### src/rtl/memory_4_port_arbiter.sv
`default_nettype none
// ============================================================================
// Module      : memory_4_port_arbiter
// Description : Upstream scheduler for a 4-to-1 shared single-port memory
//               wrapper. Four requesters issue read/write beats; at most one
//               beat is granted per cycle, round-robin between ports, with
//               burst locking (bounded by MAX_BURST). The granted beat drives
//               exactly one of the wrapper's mem_k_wr_en / mem_k_rd_en
//               enables. Read data is passed through from the wrapper with a
//               registered per-port valid pulse one cycle after the grant.
// Ports       : clk, rst               clock, synchronous active-high reset
//               port_k_req/we/addr/din/last   requester k beat (k = 0..3)
//               port_k_gnt             beat accepted this cycle (comb.)
//               port_k_rd_valid        rd_data holds port k read result
//               rd_data                pass-through of mem_dout
//               addr_err               sticky out-of-range beat flag
//               mem_k_wr_en/wr_addr/din, mem_k_rd_en/rd_addr  wrapper side
//               mem_dout               wrapper read data (1-cycle latency)
// Revision    : 1.0 - initial release
// ============================================================================
module memory_4_port_arbiter #(
    parameter int WIDTH                = 64,
    parameter int SINGLE_MEM_DEPTH     = 7,
    parameter int SINGLE_MEM_DEPTH_LOG = $clog2(SINGLE_MEM_DEPTH),
    parameter int MAX_BURST            = 8,
    parameter int MAX_BURST_LOG        = $clog2(MAX_BURST + 1)
) (
    input  logic                            clk,
    input  logic                            rst,

    input  logic                            port_0_req,
    input  logic                            port_0_we,
    input  logic [SINGLE_MEM_DEPTH_LOG-1:0] port_0_addr,
    input  logic [WIDTH-1:0]                port_0_din,
    input  logic                            port_0_last,
    output logic                            port_0_gnt,
    output logic                            port_0_rd_valid,

    input  logic                            port_1_req,
    input  logic                            port_1_we,
    input  logic [SINGLE_MEM_DEPTH_LOG-1:0] port_1_addr,
    input  logic [WIDTH-1:0]                port_1_din,
    input  logic                            port_1_last,
    output logic                            port_1_gnt,
    output logic                            port_1_rd_valid,

    input  logic                            port_2_req,
    input  logic                            port_2_we,
    input  logic [SINGLE_MEM_DEPTH_LOG-1:0] port_2_addr,
    input  logic [WIDTH-1:0]                port_2_din,
    input  logic                            port_2_last,
    output logic                            port_2_gnt,
    output logic                            port_2_rd_valid,

    input  logic                            port_3_req,
    input  logic                            port_3_we,
    input  logic [SINGLE_MEM_DEPTH_LOG-1:0] port_3_addr,
    input  logic [WIDTH-1:0]                port_3_din,
    input  logic                            port_3_last,
    output logic                            port_3_gnt,
    output logic                            port_3_rd_valid,

    output logic [WIDTH-1:0]                rd_data,
    output logic                            addr_err,

    output logic                            mem_0_wr_en,
    output logic [SINGLE_MEM_DEPTH_LOG-1:0] mem_0_wr_addr,
    output logic [WIDTH-1:0]                mem_0_din,
    output logic                            mem_0_rd_en,
    output logic [SINGLE_MEM_DEPTH_LOG-1:0] mem_0_rd_addr,

    output logic                            mem_1_wr_en,
    output logic [SINGLE_MEM_DEPTH_LOG-1:0] mem_1_wr_addr,
    output logic [WIDTH-1:0]                mem_1_din,
    output logic                            mem_1_rd_en,
    output logic [SINGLE_MEM_DEPTH_LOG-1:0] mem_1_rd_addr,

    output logic                            mem_2_wr_en,
    output logic [SINGLE_MEM_DEPTH_LOG-1:0] mem_2_wr_addr,
    output logic [WIDTH-1:0]                mem_2_din,
    output logic                            mem_2_rd_en,
    output logic [SINGLE_MEM_DEPTH_LOG-1:0] mem_2_rd_addr,

    output logic                            mem_3_wr_en,
    output logic [SINGLE_MEM_DEPTH_LOG-1:0] mem_3_wr_addr,
    output logic [WIDTH-1:0]                mem_3_din,
    output logic                            mem_3_rd_en,
    output logic [SINGLE_MEM_DEPTH_LOG-1:0] mem_3_rd_addr,

    input  logic [WIDTH-1:0]                mem_dout
);

    localparam int AW = SINGLE_MEM_DEPTH_LOG;
    localparam int BW = MAX_BURST_LOG;

    localparam logic [0:0]    S_IDLE      = 1'b0;
    localparam logic [0:0]    S_LOCK      = 1'b1;

    // One extra bit so a power-of-two depth is still representable.
    localparam logic [AW:0]   c_depth     = SINGLE_MEM_DEPTH[AW:0];
    localparam logic [BW-1:0] c_max_burst = MAX_BURST[BW-1:0];
    localparam logic [BW-1:0] c_one       = {{(BW-1){1'b0}}, 1'b1};
    localparam bit            c_burst_en  = (MAX_BURST > 1);

    // ------------------------------------------------------------------
    // Gather per-port inputs into indexable form
    // ------------------------------------------------------------------
    logic [3:0]       w_req;
    logic [3:0]       w_we;
    logic [3:0]       w_last;
    logic [AW-1:0]    w_addr [4];
    logic [WIDTH-1:0] w_din  [4];

    assign w_req  = {port_3_req,  port_2_req,  port_1_req,  port_0_req};
    assign w_we   = {port_3_we,   port_2_we,   port_1_we,   port_0_we};
    assign w_last = {port_3_last, port_2_last, port_1_last, port_0_last};

    assign w_addr[0] = port_0_addr;
    assign w_addr[1] = port_1_addr;
    assign w_addr[2] = port_2_addr;
    assign w_addr[3] = port_3_addr;
    assign w_din[0]  = port_0_din;
    assign w_din[1]  = port_1_din;
    assign w_din[2]  = port_2_din;
    assign w_din[3]  = port_3_din;

    // ------------------------------------------------------------------
    // State
    // ------------------------------------------------------------------
    logic [0:0]    r_state;
    logic [1:0]    r_rr_ptr;
    logic [1:0]    r_owner;
    logic [BW-1:0] r_beat_cnt;
    logic [3:0]    r_rd_valid;
    logic          r_addr_err;

    logic [0:0]    w_state_nxt;
    logic [1:0]    w_rr_ptr_nxt;
    logic [1:0]    w_owner_nxt;
    logic [BW-1:0] w_beat_cnt_nxt;
    logic [BW-1:0] w_beat_inc;

    // ------------------------------------------------------------------
    // Winner selection
    // ------------------------------------------------------------------
    logic          w_win_valid;
    logic [1:0]    w_win;
    logic [1:0]    w_scan;
    logic          w_grant;
    logic [3:0]    w_gnt;
    logic          w_gnt_we;
    logic          w_gnt_last;
    logic [AW-1:0] w_gnt_addr;
    logic          w_in_range;
    logic [3:0]    w_en;
    logic [3:0]    w_wr_en;
    logic [3:0]    w_rd_en;

    always_comb begin
        w_win_valid = 1'b0;
        w_win       = 2'd0;
        w_scan      = 2'd0;
        if (r_state == S_IDLE) begin
            // Scan starts just after the last winner, so it becomes lowest priority.
            for (int i = 1; i <= 4; i++) begin
                w_scan = r_rr_ptr + i[1:0];
                if (!w_win_valid && w_req[w_scan]) begin
                    w_win_valid = 1'b1;
                    w_win       = w_scan;
                end
            end
        end else if (w_req[r_owner]) begin
            w_win_valid = 1'b1;
            w_win       = r_owner;
        end
    end

    assign w_grant    = w_win_valid & ~rst;
    assign w_gnt      = w_grant ? (4'b0001 << w_win) : 4'b0000;
    assign w_gnt_we   = w_we[w_win];
    assign w_gnt_last = w_last[w_win];
    assign w_gnt_addr = w_addr[w_win];
    assign w_in_range = ({1'b0, w_gnt_addr} < c_depth);

    // Out-of-range beats are still granted (they consume a burst slot) but
    // never reach the memory.
    assign w_en    = w_gnt & {4{w_in_range}};
    assign w_wr_en = w_en  & {4{w_gnt_we}};
    assign w_rd_en = w_en  & {4{~w_gnt_we}};

    // ------------------------------------------------------------------
    // Next-state logic
    // ------------------------------------------------------------------
    assign w_beat_inc = r_beat_cnt + c_one;

    always_comb begin
        w_state_nxt    = r_state;
        w_rr_ptr_nxt   = r_rr_ptr;
        w_owner_nxt    = r_owner;
        w_beat_cnt_nxt = r_beat_cnt;
        case (r_state)
            S_IDLE: begin
                if (w_grant) begin
                    if (!w_gnt_last && c_burst_en) begin
                        w_state_nxt    = S_LOCK;
                        w_owner_nxt    = w_win;
                        w_beat_cnt_nxt = c_one;
                    end else begin
                        w_rr_ptr_nxt   = w_win;
                    end
                end
            end
            S_LOCK: begin
                // Owner not requesting: bubble cycle, lock is held.
                if (w_grant) begin
                    if (w_gnt_last || (w_beat_inc == c_max_burst)) begin
                        w_state_nxt    = S_IDLE;
                        w_rr_ptr_nxt   = r_owner;
                        w_beat_cnt_nxt = '0;
                    end else begin
                        w_beat_cnt_nxt = w_beat_inc;
                    end
                end
            end
            default: begin
                w_state_nxt    = S_IDLE;
                w_beat_cnt_nxt = '0;
            end
        endcase
    end

    always_ff @(posedge clk) begin
        if (rst) begin
            r_state    <= S_IDLE;
            r_rr_ptr   <= 2'd3;
            r_owner    <= 2'd0;
            r_beat_cnt <= '0;
            r_rd_valid <= 4'b0000;
            r_addr_err <= 1'b0;
        end else begin
            r_state    <= w_state_nxt;
            r_rr_ptr   <= w_rr_ptr_nxt;
            r_owner    <= w_owner_nxt;
            r_beat_cnt <= w_beat_cnt_nxt;
            r_rd_valid <= w_rd_en;
            if (w_grant && !w_in_range) begin
                r_addr_err <= 1'b1;
            end
        end
    end

    // ------------------------------------------------------------------
    // Outputs
    // ------------------------------------------------------------------
    assign port_0_gnt = w_gnt[0];
    assign port_1_gnt = w_gnt[1];
    assign port_2_gnt = w_gnt[2];
    assign port_3_gnt = w_gnt[3];

    // Gating with rst kills a read tag that was captured the cycle before
    // reset was asserted.
    assign port_0_rd_valid = r_rd_valid[0] & ~rst;
    assign port_1_rd_valid = r_rd_valid[1] & ~rst;
    assign port_2_rd_valid = r_rd_valid[2] & ~rst;
    assign port_3_rd_valid = r_rd_valid[3] & ~rst;

    assign rd_data  = mem_dout;
    assign addr_err = r_addr_err;

    assign mem_0_wr_en   = w_wr_en[0];
    assign mem_0_wr_addr = w_wr_en[0] ? w_addr[0] : '0;
    assign mem_0_din     = w_wr_en[0] ? w_din[0]  : '0;
    assign mem_0_rd_en   = w_rd_en[0];
    assign mem_0_rd_addr = w_rd_en[0] ? w_addr[0] : '0;

    assign mem_1_wr_en   = w_wr_en[1];
    assign mem_1_wr_addr = w_wr_en[1] ? w_addr[1] : '0;
    assign mem_1_din     = w_wr_en[1] ? w_din[1]  : '0;
    assign mem_1_rd_en   = w_rd_en[1];
    assign mem_1_rd_addr = w_rd_en[1] ? w_addr[1] : '0;

    assign mem_2_wr_en   = w_wr_en[2];
    assign mem_2_wr_addr = w_wr_en[2] ? w_addr[2] : '0;
    assign mem_2_din     = w_wr_en[2] ? w_din[2]  : '0;
    assign mem_2_rd_en   = w_rd_en[2];
    assign mem_2_rd_addr = w_rd_en[2] ? w_addr[2] : '0;

    assign mem_3_wr_en   = w_wr_en[3];
    assign mem_3_wr_addr = w_wr_en[3] ? w_addr[3] : '0;
    assign mem_3_din     = w_wr_en[3] ? w_din[3]  : '0;
    assign mem_3_rd_en   = w_rd_en[3];
    assign mem_3_rd_addr = w_rd_en[3] ? w_addr[3] : '0;

endmodule
`default_nettype wire

### config.mk
export PLATFORM = sky130hd
export DESIGN_NAME = memory_4_port_arbiter
export DESIGN_NICKNAME = d
export VERILOG_FILES = /design/src/rtl/memory_4_port_arbiter.sv
export SDC_FILE = /design/constraint.sdc
export NUM_CORES = 1
export LEC_CHECK = 0
export ABC_AREA = 1
export CAP_MARGIN = 20
export CELL_PAD_IN_SITES_DETAIL_PLACEMENT = 1
export CELL_PAD_IN_SITES_GLOBAL_PLACEMENT = 1
export CORE_AREA = 4 4 274 276
export CTS_CLUSTER_SIZE = 10
export DETAILED_ROUTE_END_ITERATION = 8
export DIE_AREA = 0 0 278 280
export PLACE_DENSITY = 0.54
export SYNTH_ARGS = -nofsm -noshare
export SYNTH_HDL_FRONTEND = slang
export SYNTH_SLANG_ARGS = --single-unit
### constraint.sdc
create_clock -name clk -period 2.68 [get_ports clk]
set_input_delay 0.536 -clock clk [delete_from_list [all_inputs] [get_ports clk]]
set_output_delay 0.536 -clock clk [all_outputs]
set_load 0.005 [all_outputs]
==> impl_results.md <==
- Status: finished with violations
- Failing checks: negative setup slack
- RSZ-0062 raised after global routing: true
- Post-synthesis sequential area ratio: under 10%
- DIE AREA: 77800 um2
- Initial detailed-routing violation count: roughly 180
- Gr ovfl total: 0
- Drt drc: 0
- Worst Tran Pin Value: 294 ps
- Drt pass-1 iters: 4
- Routed length per placed instance: roughly 17 um
- Worst Setup End Kind: primary output
- Area delta synth->final: 195%
- Data arrival, critical path: 3200 ps
- Vias per cell: 3.05
- Mapped Cells: 872
- Req. time, crit path: 2140 ps
- Slew headroom: approximately 80%
- Worst R2R Start: r_rr_ptr[0]
- PwrDens: 554 nW/um2
- Netlist cell types: 31
- Synthesis-stage register bit count: 14
- Clock Pin Slew Worst Setup and Hold Paths: 50 ps
- Tmin final: about 3700 ps
- Max Cap Viol: 0
- Core area: 72600 um2
- Max IR drop VDD: 0.287 mV
- Number of synthesized flops with an enable pin: 0
- Final net count: 1929
- Max Freq: 0.267 GHz
- Setup WS pre-CTS: -1570 ps
- Io pins: 707
- Ys Warns: 0
- Vias: 7746
- Hold crit path type: reg -> reg
- First-pass GRT wire length: 59.6 mm
- Antenna-violating nets left: 0
- Hold Startpoint: addr_err
- Die Width: 278 um
- Final Power: between 0.007 and 0.008 W
- Setup TNS: -225710 ps
- Fraction of layout cells with a size suffix above 1: 42.2%
- Die height: ~280 um
- Setup Crit Path Kind: reg -> out
- Syn Nets: between 1000 and 1500
- H-tree levels: 1
- Final-layout fill cell count: 8744
- Setup Skew: between 7 and 8 ps
- CTS buffer count: 3
- Final worst slack: -1060 ps
- Setup-failing EPs final: between 200 and 300
- Starting Density: 6.43%
- IO Port Bufs: 578
- Post-synth ARST share: 0%
- Fin crit share: 140%
- CTS Buffer Depth: 2
- Skew-Pair Late Insertion Delay: 240 ps
- CTS root buffer: clkbuf_16
- Final HPWL DP: 36.7 mm
- Vias in the first global route: approximately 8500
- Hold WS: 464 ps
- Initial antenna violation count: 15
- Post-Syn Area: 4670 um2
- Total length of routed wires: 43.6 mm
- Final hold vios: 0
- Top_reg_cell synth: dfxtp_1
- FP Rows: 99
- Max-slew violation count: 0
- CP Launch Point: r_rr_ptr[0]
- P_leak: between 7 and 8 nW
- Largest net degree at the start of global routing: 16
- GP Congestion: 0.858
- Critical Path Start Type: flip-flop
- # clock sinks: 14
- Syn_area_per_cell: 5.35 um2
- Crit Path Max Fanout: 8
- CTS tree: done
- GRT Util Overall: between 10% and 20%
## state kept, by name, summed over array words and instances, names as in the netlist
| register | count |
|---|---|
| r_beat_cnt | 4 |
| r_rd_valid | 4 |
| r_owner | 2 |
| r_rr_ptr | 2 |
| addr_err | 1 |
| r_state | 1 |
## cells in the mapped netlist, types with 2 or more instances
cell type,count,share of area [%]
a21oi_1,10,1.1
buf_12,5,2.1
buf_2,17,1.8
buf_4,65,10
buf_8,8,2.6
dfxtp_1,14,6.0
ha_1,2,0.54
inv_1,295,24
inv_2,6,0.48
nand2_1,80,6.4
nand2_2,6,0.80
nand2_4,3,0.72
nand3_1,28,3.0
nand3_2,2,0.43
nand3_4,7,2.6
nand4_1,5,0.67
nor2_1,224,18
nor2_2,32,4.3
nor2_4,46,11
nor3_4,2,0.70
o21ai_0,3,0.32
o21ai_1,2,0.21
xnor2_1,2,0.38
## layout make-up
class	count	area, um2	share of cell area (%)
repair buffers	800	7760	56.4
multi-input cells	459	3280	23.8
well taps	959	1200	8.72
inverters	303	1160	8.41
flip-flops and latches	14	285	2.07
clock buffers	3	75.1	0.545
diodes	2	5.00	0.0364
## per-layer routing
layer | vias to the layer above | track usage, % | share of wire, %
met5 | - | 0 | 0.083
met4 | 6 | 1.21 | 1.7
met3 | 52 | 4.39 | 9.9
met2 | 426 | 19.4 | 51
met1 | 3540 | 11.3 | 37
li1 | 3722 | - | -
## kinds of logic after synthesis
kind of cell / count (synthesis) / synth area share [%]
compound gates: 15 / 1.61
flops: 14 / 6.01
xor+xnor: 2 / 0.375
simple gates: 439 / 49.7
fa+ha+maj: 2 / 0.536
buf+inv: 400 / 41.7
## path summary, 6_finish.rpt
check | to | cells past startpoint | slack (ps)
max | mem_0_din[33] | 26 | -1060
min | addr_err | 2 | 460
max reg2reg | r_rd_valid[1] | 24 | 30
min reg2reg | addr_err | 2 | 460
## cell usage in the layout (no fill, tap or decap), drive strengths merged, types with 3 or more instances in the layout
| cell | synthesis | layout |
|---|---|---|
| a21oi | 10 | 10 |
| inv | 302 | 300 |
| nor2 | 302 | 302 |
| o21ai | 5 | 5 |
| nand3 | 37 | 37 |
| dlygate4sd2 | 0 | 38 |
| clkinv | 1 | 3 |
| dfxtp | 14 | 14 |
| clkdlybuf4s50 | 0 | 307 |
| dlymetal6s2s | 0 | 37 |
| clkbuf | 1 | 10 |
| nor3 | 4 | 4 |
| nand4 | 6 | 6 |
| nand2 | 89 | 90 |
| clkdlybuf4s15 | 0 | 19 |
| buf | 96 | 391 |
## critical path, stage by stage, from the launching register on
cell and delay, ps:
dfxtp_4 350, buf_6 120, clkinv_8 70, nand2_4 50
nand2_4 90, nand2_4 60, buf_4 120, nand2_1 50
nand2_1 50, nand2_1 90, inv_1 50, nand3_1 90
nand2_2 130, buf_6 160, nand2_1 70, nand2_2 80
nand3_4 110, buf_4 120, buf_6 90, nand3_4 90
buf_12 150, buf_12 130, buf_4 140, buf_12 140
buf_12 120, nor2_2 90, buf_2 130
## stage by stage
step	area, um2	std cells	util (%)
5_1_grt	13800	2538	19.0
4_1_cts	13200	2508	18.2
6_report	13800	2540	19.0
3_5_place_dp	12000	2417	16.5
2_1_floorplan	4880	872	-
3_3_place_gp	12000	2417	16.5
## report_power, final
| group | internal, W | switching, W | leakage, nW | total [W] |
|---|---|---|---|---|
| combinational | 0.00377 | 0.00327 | 7.55 | 0.00704 |
| sequential | 0.000265 | 0.0000367 | 0.114 | 0.000302 |
| clock | 0.000195 | 0.0000826 | 0.0370 | 0.000278 |
| total | 0.00423 | 0.00339 | 7.70 | 0.00762 |
## repair_timing
item,4_1_cts,5_1_grt
setup buffers,74,38
pin swaps,16,26
setup endpoints to repair,305,297
hold buffers,0,0
gates cloned,14,1
endpoints found under the hold margin,0,0
resized for setup,848,291
No activity file was read; power rests on OpenSTA's default activity.
